--- config.mk ---
export PLATFORM = sky130hd
export DESIGN_NAME = fu_scalar_ls_queue_flat
export DESIGN_NICKNAME = d
export VERILOG_FILES = /design/src/rtl/fu_scalar_ls_queue_if.sv /design/src/rtl/fu_scalar_ls_queue.sv /design/src/flat_wrapper.sv
export SDC_FILE = /design/constraint.sdc
export NUM_CORES = 1
export LEC_CHECK = 0
export CORE_AREA = 2 2 189 191
export DETAILED_ROUTE_END_ITERATION = 8
export DIE_AREA = 0 0 191 193
export PLACE_DENSITY = 0.76
export SLEW_MARGIN = 25
export SYNTH_ARGS = -nofsm -noshare
export SYNTH_HDL_FRONTEND = slang
export SYNTH_SLANG_ARGS = --single-unit
--- constraint.sdc ---
create_clock -name CLK -period 28.4 [get_ports CLK]
set_clock_uncertainty 0.2 [all_clocks]
set_input_delay 2.84 -clock CLK [delete_from_list [all_inputs] [get_ports CLK]]
set_output_delay 2.84 -clock CLK [all_outputs]
set_load 0.01 [all_outputs]
--- src/rtl/fu_scalar_ls_queue_if.sv ---
// Bundle of dispatch-side, LS-unit-side and writeback signals around the scalar load/store queue.
// The queue uses the slave modport; whatever drives dispatch and models the LS unit uses master.
interface fu_scalar_ls_queue_if #(
    parameter int DEPTH  = 4,
    parameter int WORD_W = 32,
    parameter int TAG_W  = 5
);
    localparam int CNT_W = $clog2(DEPTH) + 1;

    logic              issue_valid;
    logic              issue_ready;
    logic [1:0]        issue_mem_type;
    logic [WORD_W-1:0] issue_rs1;
    logic [WORD_W-1:0] issue_rs2;
    logic [WORD_W-1:0] issue_imm;
    logic [TAG_W-1:0]  issue_rd;
    logic              flush;
    logic              ls_enable;
    logic [1:0]        ls_mem_type;
    logic [WORD_W-1:0] ls_rs1;
    logic [WORD_W-1:0] ls_rs2;
    logic [WORD_W-1:0] ls_imm;
    logic              ls_dhit;
    logic [WORD_W-1:0] ls_dmemload;
    logic              wb_valid;
    logic [TAG_W-1:0]  wb_rd;
    logic [WORD_W-1:0] wb_data;
    logic              store_done;
    logic [CNT_W-1:0]  count;

    modport slave (
        input  issue_valid, issue_mem_type, issue_rs1, issue_rs2, issue_imm, issue_rd,
        input  flush, ls_dhit, ls_dmemload,
        output issue_ready, ls_enable, ls_mem_type, ls_rs1, ls_rs2, ls_imm,
        output wb_valid, wb_rd, wb_data, store_done, count
    );

    modport master (
        output issue_valid, issue_mem_type, issue_rs1, issue_rs2, issue_imm, issue_rd,
        output flush, ls_dhit, ls_dmemload,
        input  issue_ready, ls_enable, ls_mem_type, ls_rs1, ls_rs2, ls_imm,
        input  wb_valid, wb_rd, wb_data, store_done, count
    );
endinterface

--- src/rtl/fu_scalar_ls_queue.sv ---
// In-order request queue feeding the scalar load/store unit: holds the head op until dhit,
// then retires it with a registered load writeback or store completion pulse.
module fu_scalar_ls_queue #(
    parameter int DEPTH  = 4,
    parameter int WORD_W = 32,
    parameter int TAG_W  = 5
) (
    input  logic                   CLK,
    input  logic                   RST,
    fu_scalar_ls_queue_if.slave    bus
);
    localparam int               PTR_W    = $clog2(DEPTH);
    localparam logic [PTR_W:0]   FULL_CNT = (PTR_W+1)'(DEPTH);
    localparam logic [1:0]       MT_NONE  = 2'd0;
    localparam logic [1:0]       MT_LOAD  = 2'd1;
    localparam logic [1:0]       MT_STORE = 2'd2;

    typedef struct packed {
        logic [1:0]        mem_type;
        logic [WORD_W-1:0] rs1;
        logic [WORD_W-1:0] rs2;
        logic [WORD_W-1:0] imm;
        logic [TAG_W-1:0]  rd;
    } entry_t;

    // Pointers carry one extra wrap bit so full and empty stay distinguishable.
    logic [PTR_W:0]    rd_ptr_q, rd_ptr_d;
    logic [PTR_W:0]    wr_ptr_q, wr_ptr_d;
    logic [PTR_W:0]    count_w;
    logic              has_head;
    logic              ready;
    logic              push;
    logic              pop;
    entry_t            new_entry;
    entry_t            head;
    entry_t            slots [DEPTH];

    logic              wb_valid_q, wb_valid_d;
    logic [TAG_W-1:0]  wb_rd_q, wb_rd_d;
    logic [WORD_W-1:0] wb_data_q, wb_data_d;
    logic              store_done_q, store_done_d;

    assign count_w  = wr_ptr_q - rd_ptr_q;
    assign has_head = (count_w != '0);
    assign ready    = (count_w != FULL_CNT);
    assign push     = bus.issue_valid && ready && !bus.flush &&
                      (bus.issue_mem_type == MT_LOAD || bus.issue_mem_type == MT_STORE);
    assign pop      = bus.ls_dhit && has_head;
    assign head     = slots[rd_ptr_q[PTR_W-1:0]];

    always_comb begin
        new_entry.mem_type = bus.issue_mem_type;
        new_entry.rs1      = bus.issue_rs1;
        new_entry.rs2      = bus.issue_rs2;
        new_entry.imm      = bus.issue_imm;
        new_entry.rd       = bus.issue_rd;
    end

    generate
        for (genvar gi = 0; gi < DEPTH; gi++) begin : g_slot
            entry_t slot_q;
            always_ff @(posedge CLK) begin
                if (push && wr_ptr_q[PTR_W-1:0] == PTR_W'(gi)) begin
                    slot_q <= new_entry;
                end
            end
            assign slots[gi] = slot_q;
        end
    endgenerate

    always_comb begin
        rd_ptr_d     = rd_ptr_q + {{PTR_W{1'b0}}, pop};
        wr_ptr_d     = wr_ptr_q + {{PTR_W{1'b0}}, push};
        wb_valid_d   = pop && head.mem_type == MT_LOAD && head.rd != '0;
        wb_rd_d      = wb_rd_q;
        wb_data_d    = wb_data_q;
        store_done_d = pop && head.mem_type == MT_STORE;
        // Flush keeps only the in-flight head, unless that head retires this same cycle.
        if (bus.flush) begin
            wr_ptr_d = rd_ptr_d + {{PTR_W{1'b0}}, (has_head && !pop)};
        end
        if (wb_valid_d) begin
            wb_rd_d   = head.rd;
            wb_data_d = bus.ls_dmemload;
        end
    end

    always_ff @(posedge CLK) begin
        if (RST) begin
            rd_ptr_q     <= '0;
            wr_ptr_q     <= '0;
            wb_valid_q   <= 1'b0;
            wb_rd_q      <= '0;
            wb_data_q    <= '0;
            store_done_q <= 1'b0;
        end else begin
            rd_ptr_q     <= rd_ptr_d;
            wr_ptr_q     <= wr_ptr_d;
            wb_valid_q   <= wb_valid_d;
            wb_rd_q      <= wb_rd_d;
            wb_data_q    <= wb_data_d;
            store_done_q <= store_done_d;
        end
    end

    assign bus.issue_ready = ready;
    assign bus.ls_enable   = has_head;
    assign bus.ls_mem_type = has_head ? head.mem_type : MT_NONE;
    assign bus.ls_rs1      = has_head ? head.rs1 : '0;
    assign bus.ls_rs2      = has_head ? head.rs2 : '0;
    assign bus.ls_imm      = has_head ? head.imm : '0;
    assign bus.wb_valid    = wb_valid_q;
    assign bus.wb_rd       = wb_rd_q;
    assign bus.wb_data     = wb_data_q;
    assign bus.store_done  = store_done_q;
    assign bus.count       = count_w;
endmodule

--- src/flat_wrapper.sv ---
// flat-port wrapper written by rule: the top's interface ports become plain ports
module fu_scalar_ls_queue_flat 
#(
    parameter int DEPTH  = 4,
    parameter int WORD_W = 32,
    parameter int TAG_W  = 5
)
  (CLK, RST, bus_issue_valid, bus_issue_mem_type, bus_issue_rs1, bus_issue_rs2, bus_issue_imm, bus_issue_rd, bus_flush, bus_ls_dhit, bus_ls_dmemload, bus_issue_ready, bus_ls_enable, bus_ls_mem_type, bus_ls_rs1, bus_ls_rs2, bus_ls_imm, bus_wb_valid, bus_wb_rd, bus_wb_data, bus_store_done, bus_count);
  fu_scalar_ls_queue_if #(.DEPTH(DEPTH), .WORD_W(WORD_W), .TAG_W(TAG_W)) bus_i ();
  input  logic CLK;
  input  logic RST;
  input wire logic [$bits(bus_i.issue_valid)-1:0] bus_issue_valid;
  input wire logic [$bits(bus_i.issue_mem_type)-1:0] bus_issue_mem_type;
  input wire logic [$bits(bus_i.issue_rs1)-1:0] bus_issue_rs1;
  input wire logic [$bits(bus_i.issue_rs2)-1:0] bus_issue_rs2;
  input wire logic [$bits(bus_i.issue_imm)-1:0] bus_issue_imm;
  input wire logic [$bits(bus_i.issue_rd)-1:0] bus_issue_rd;
  input wire logic [$bits(bus_i.flush)-1:0] bus_flush;
  input wire logic [$bits(bus_i.ls_dhit)-1:0] bus_ls_dhit;
  input wire logic [$bits(bus_i.ls_dmemload)-1:0] bus_ls_dmemload;
  output wire logic [$bits(bus_i.issue_ready)-1:0] bus_issue_ready;
  output wire logic [$bits(bus_i.ls_enable)-1:0] bus_ls_enable;
  output wire logic [$bits(bus_i.ls_mem_type)-1:0] bus_ls_mem_type;
  output wire logic [$bits(bus_i.ls_rs1)-1:0] bus_ls_rs1;
  output wire logic [$bits(bus_i.ls_rs2)-1:0] bus_ls_rs2;
  output wire logic [$bits(bus_i.ls_imm)-1:0] bus_ls_imm;
  output wire logic [$bits(bus_i.wb_valid)-1:0] bus_wb_valid;
  output wire logic [$bits(bus_i.wb_rd)-1:0] bus_wb_rd;
  output wire logic [$bits(bus_i.wb_data)-1:0] bus_wb_data;
  output wire logic [$bits(bus_i.store_done)-1:0] bus_store_done;
  output wire logic [$bits(bus_i.count)-1:0] bus_count;
  assign bus_i.issue_valid = bus_issue_valid;
  assign bus_i.issue_mem_type = bus_issue_mem_type;
  assign bus_i.issue_rs1 = bus_issue_rs1;
  assign bus_i.issue_rs2 = bus_issue_rs2;
  assign bus_i.issue_imm = bus_issue_imm;
  assign bus_i.issue_rd = bus_issue_rd;
  assign bus_i.flush = bus_flush;
  assign bus_i.ls_dhit = bus_ls_dhit;
  assign bus_i.ls_dmemload = bus_ls_dmemload;
  assign bus_issue_ready = bus_i.issue_ready;
  assign bus_ls_enable = bus_i.ls_enable;
  assign bus_ls_mem_type = bus_i.ls_mem_type;
  assign bus_ls_rs1 = bus_i.ls_rs1;
  assign bus_ls_rs2 = bus_i.ls_rs2;
  assign bus_ls_imm = bus_i.ls_imm;
  assign bus_wb_valid = bus_i.wb_valid;
  assign bus_wb_rd = bus_i.wb_rd;
  assign bus_wb_data = bus_i.wb_data;
  assign bus_store_done = bus_i.store_done;
  assign bus_count = bus_i.count;
  fu_scalar_ls_queue #(.DEPTH(DEPTH), .WORD_W(WORD_W), .TAG_W(TAG_W)) u_core (.CLK(CLK), .RST(RST), .bus(bus_i));
endmodule
==> Word level (Yosys, flattened, before mapping) <==
Cells that the tools add are included.
{ "word_totals": {"mem_count": 0, "latch_bits": 0, "inputBits": 140, "register_bits": 457, "romBits": 0, "word_cells": 66, "mem_bits_rw": 0, "out_inout_bits": 142} }
{ "classes": {"shift": 0, "order_cmp": 1, "addsub": 4, "muxes": 8, "mul": 0, "reduce_logical": 18, "n_eq_ne": 8, "n_bitwise": 1, "div": 0} }
{ "ops": {"columns": ["op", "count"], "rows": [
  ["$bmux 103 s2", 1],
  ["$mux 103", 2],
  ["$mux 32", 3],
  ["$logic_and 1x1->1", 12],
  ["$add 3x1->3", 3],
  ["$eq 2x2->1 const B", 4],
  ["$eq 2x1->1 const B", 3],
  ["$reduce_bool 5->1", 1],
  ["$ge 3x3->1 const B", 1],
  ["$mux 3", 1],
  ["$ne 3x3->1 const B", 1],
  ["$not 2->3", 1],
  ["$reduce_bool 3->1", 1],
  ["$sub 3x3->3", 1],
  ["$logic_not 1->1", 2],
  ["$logic_not 2->1", 1],
  ["$mux 2", 1],
  ["$logic_or 1x1->1", 1]
]} }

==> Depth between registers and ports, before layout <==
{ "logic_depth": {"depth_word": 7, "ltp_mapped": 12, "mapped_depth_nobuf": 12} }

==> Worst setup path after synthesis <==
OpenSTA, ideal clock, no wires.
{ "synth_path": {"path_type": "input to register", "from": "input bus_issue_mem_type[1]", "to": "register u_core.g_slot[0].slot_q[0] (netlist name), enable pin", "path_stages": 3, "setup_slack_ns": 17.348, "t_arrival_ns": 10.160, "n_path_buf": 0, "t_required_ns": 27.508, "setup_time_ns": 0.692, "cell_sequence": "xor2_1 > nand4b_1 > nor3_1"} }
{ "synth_between": {"elab_chain_cells": 4, "elab_cells_between_ends": 5, "classes_between": "eq/ne (2); reduce/logical (3)"} }
{ "synth_rtl": {"columns": ["item", "line_no", "rtl"], "rows": [
  ["start, declared", "flat_wrapper.sv:13", "input wire logic [$bits(bus_i.issue_mem_type)-1:0] bus_issue_mem_type;"],
  ["$eq 2x1->1 / $eq 2x2->1 (equally long branches)", "fu_scalar_ls_queue.sv:47", "(bus.issue_mem_type == MT_LOAD || bus.issue_mem_type == MT_STORE);"],
  ["$logic_or 1x1->1 *", "fu_scalar_ls_queue.sv:47", null],
  ["$logic_and 1x1->1 *", "fu_scalar_ls_queue.sv:46", "assign push = bus.issue_valid && ready && !bus.flush &&"],
  ["$logic_and 1x1->1 *", "fu_scalar_ls_queue.sv:63", "if (push && wr_ptr_q[PTR_W-1:0] == PTR_W'(gi)) begin"],
  ["end signal, assigned", "fu_scalar_ls_queue.sv:64", "slot_q <= new_entry;"],
  ["end, declared", "fu_scalar_ls_queue.sv:61", "entry_t slot_q;"]
]} }
Mark *: on every way between the ends. The rest lies on a longest branch, timed or not.
A chain may end at the register's enable or synchronous reset.

==> Worst setup path in the final report <==
{ "layout_path": {"from": "register u_core.rd_ptr_q[0]", "to": "output bus_ls_rs1[23]"} }
{ "layout_between": {"elab_chain_cells": 5, "elab_cells_between_ends": 7, "classes_between": "add/sub (1); mux (4); bitwise (1); reduce/logical (1)"} }
{ "layout_rtl": {"columns": ["item", "line_no", "rtl"], "rows": [
  ["start, declared", "fu_scalar_ls_queue.sv:27", "logic [PTR_W:0] rd_ptr_q, rd_ptr_d;"],
  ["start signal, assigned", "fu_scalar_ls_queue.sv:97", "rd_ptr_q <= rd_ptr_d;"],
  ["branches (longest 4 deep; another with $sub 3x3->3)", null, null],
  ["$mux 32 *", "fu_scalar_ls_queue.sv:109", "assign bus.ls_rs1 = has_head ? head.rs1 : '0;"],
  ["end, declared", "flat_wrapper.sv:24", "output wire logic [$bits(bus_i.ls_rs1)-1:0] bus_ls_rs1;"]
]} }
Mark *: on every way between the ends. The select of a mux whose other input is x is not followed.

==> results.tsv <==
stage	metric	value	unit
grt	first-pass GRT wire length	53400	um
floorplanning	Initial Util	50.4	%
timing	fin crit period	7.09	ns
final_layout	Seq. cell area	13300	um2
floorplanning	number of cell rows	69	
routing	routed vias/inst	5.31	
worst_setup_path	CP Launch Type	register	
placement	RePlAce Congestion	0.781	
routing	DRT iter0 DRCs	493	
routing	WL/cell	21.3	um
grt	vias in the first global route	9340	
timing	max-slew violations	0	
worst_setup_path	Crit Path Category	reg2out	
final_layout	area of the multi-input gates	4120	um2
worst_setup_path	r2r setup slk	24.28	ns
worst_setup_path	nature of the critical path endpoint	output pin	
logic_synthesis	Synth top cells by count	412 x edfxtp_1, 103 x mux4_2, 97 x and2_1, 72 x nand2b_1, 45 x dfxtp_1	
logic_synthesis	synth unique cells	32	
logic_synthesis	mean post-synth cell area	20.4	um2
clock_network	Num CTS Buffers	47	
floorplanning	Top Ports	282	
timing	fmax	0.141	GHz
routing	Routed WL	35500	um
timing	max_slew headroom	33.1	%
clock_network	htree depth	2	
timing	final setup fails	0	
clock_network	later-pin clock latency in the skew report	0.55	ns
status	status	finished, final reports clean	
logic_synthesis	Syn Std Cell Area	17600	um2
timing	Worst-Margin Slew	1.00	ns
logic_synthesis	Post-synth EDFFs	412	
clock_network	Post-CTS Hold Fix Bufs	0	
clock_network	maximum root-to-sink buffer count	3	
grt	antenna violations before repair	7	
worst_setup_path	CP arrival	4.05	ns
min_path	worst hold path class	reg2reg	
floorplanning	die width	191	um
final_layout	NumNets Final	1313	
clock_network	CTS tree	done	
placement	Placed Area	21000	um2
final_layout	filler instances	2368	
power	Peak supply drop	0.0000819	V
clock_network	Root Driver	clkbuf_16	
power	PwrDens	101	nW/um2
logic_synthesis	Ys Warns	0	
floorplanning	die height	193	um
logic_synthesis	part of the Yosys area used for sequential elements	75.3	%
placement	input/output buffers	281	
final_layout	Layout area overhead	27.8	%
clock_network	clock tree sinks	457	
timing	Tcrit/Tclk final	25.0	%
grt	largest net degree at the start of global routing	83	
final_layout	post-route cell area	22500	um2
timing	hold_ws	0.273	ns
logic_synthesis	Synth area leader	edfxtp_1	
clock_network	# resized after CTS	0	
logic_synthesis	top-count cell post-synth	edfxtp_1	
logic_synthesis	flops & latches, synth	457	
run	max_cap viols	0	
final_layout	ratio of cells with drive above 1 in the final layout	17.2	%
grt	total track usage	19.4	%
routing	antenna-violating nets left	0	
logic_synthesis	syn_nets	1013	
grt	grt total ovfl	0	
floorplanning	die area	36900	um2
timing	final hold violations	0	
logic_synthesis	Synth top area share	70.2	%
worst_setup_path	Worst Path Max Fanout	58	
logic_synthesis	Async SR Flop Fraction	0	%
power	total power	2.28	mW
power	P_leak	7.25	nW
routing	drt drc	0	
clock_network	Post-CTS Setup Bufs	0	
floorplanning	core area	35000	um2
logic_synthesis	Post-synth top flop	edfxtp_1	
timing	setup tns final	0	ns
timing	unrepaired setup endpoints after global routing	false	
logic_synthesis	Post-Syn Instances	865	
placement	hpwl dp	21800	um
logic_synthesis	ranking of synthesized cells by area	edfxtp_1 70%, mux4_2 13%, dfxtp_1 5.1%	
worst_setup_path	WP data required	25.36	ns
routing	Vias	8858	
routing	DR pass1 iterations	4	
clock_network	clock slew at reported path FFs	0.06	ns
==> worst max-delay path, cell delays in order, from the launching register on <==
cell	delay, ns
dfxtp_4	0.67
ha_1	0.26
fa_1	0.19
xnor3_1	0.28
and3_1	0.25
inv_2	0.51
buf_4	0.49
and2_1	0.21
clkdlybuf4s50_1	0.55
==> layout by cell type (no fill, tap or decap), types with 2 or more instances in the layout <==
| cell | instances |
|---|---|
| and2_1 | 97 |
| buf_4 | 16 |
| bufinv_16 | 6 |
| clkbuf_1 | 3 |
| clkbuf_16 | 48 |
| clkdlybuf4s50_1 | 281 |
| clkinv_1 | 7 |
| clkinv_2 | 15 |
| clkinvlp_4 | 4 |
| dfxtp_1 | 43 |
| dfxtp_4 | 2 |
| diode_2 | 3 |
| edfxtp_1 | 412 |
| ha_1 | 7 |
| inv_1 | 8 |
| inv_6 | 2 |
| mux2i_1 | 38 |
| mux4_2 | 103 |
| nand2_1 | 2 |
| nand2b_1 | 72 |
| nand4b_1 | 2 |
| nor2_1 | 6 |
| nor2b_1 | 4 |
| nor3_2 | 4 |
| xor2_1 | 3 |
==> metrics by stage <==
| stage | utilization (%) | setup WS, ns | instances |
|---|---|---|---|
| global placement | 59.9 | 21.97 | 1577 |
| floorplan | - | 17.35 | 865 |
| CTS | 64.4 | 21.19 | 1665 |
| finish | 64.4 | 21.31 | 1668 |
| global route | 64.4 | 20.98 | 1665 |
| detailed placement | 59.9 | 21.75 | 1577 |
==> state kept, by name, indices dropped and copies added, names as in the netlist <==
signal and cells:
u_core.bus.wb_valid 1, u_core.bus.wb_rd 5, u_core.g_slot.slot_q 412, u_core.bus.store_done 1, u_core.bus.wb_data 32, u_core.wr_ptr_q 3, u_core.rd_ptr_q 3
==> logic make-up after synthesis <==
logic type | Yosys count | synth area share, %
simple gates | 191 | 6.69
fa+ha+maj | 8 | 0.610
flops | 457 | 75.3
xor+xnor | 5 | 0.327
buf+inv | 56 | 1.45
mux | 142 | 15.4
compound gates | 6 | 0.256
==> area by class of cell <==
type | count | area share [%]
repair buffers | 298 | 13.1
clock buffers | 51 | 5.38
flip-flops and latches | 457 | 58.9
inverters | 9 | 0.150
clock inverters | 37 | 1.59
diodes | 3 | 0.0333
multi-input cells | 352 | 18.3
well taps | 461 | 2.56
==> worst paths after layout <==
path                                                           from                                    end  depth (start not counted)
worst max register to register        u_core.rd_ptr_q[0]$_SDFF_PP0_  u_core.g_slot[2].slot_q[61]$_DFFE_PP_                          8
worst min-delay path            u_core.bus.wb_data[10]$_SDFFE_PP0P_    u_core.bus.wb_data[10]$_SDFFE_PP0P_                          2
worst max-delay path                  u_core.rd_ptr_q[0]$_SDFF_PP0_                         bus_ls_rs1[23]                          8
worst min register to register  u_core.bus.wb_data[10]$_SDFFE_PP0P_    u_core.bus.wb_data[10]$_SDFFE_PP0P_                          2
==> power by group <==
part	leakage (nW)	switching (mW)	internal (mW)	total, mW
registers	4.09	0.0280	0.778	0.806
clock network	0.770	0.250	0.365	0.615
logic	2.39	0.377	0.482	0.860
total	7.25	0.656	1.63	2.28
==> layer usage <==
layer	wire length [um]	GRT usage, %	vias to the layer above
met2	17200	32.0	307
met3	3050	5.72	58
met5	51	0	-
met4	745	5.49	8
li1	-	-	4017
met1	14500	25.3	4468
Note: power is estimated with default switching activity, not from simulation.
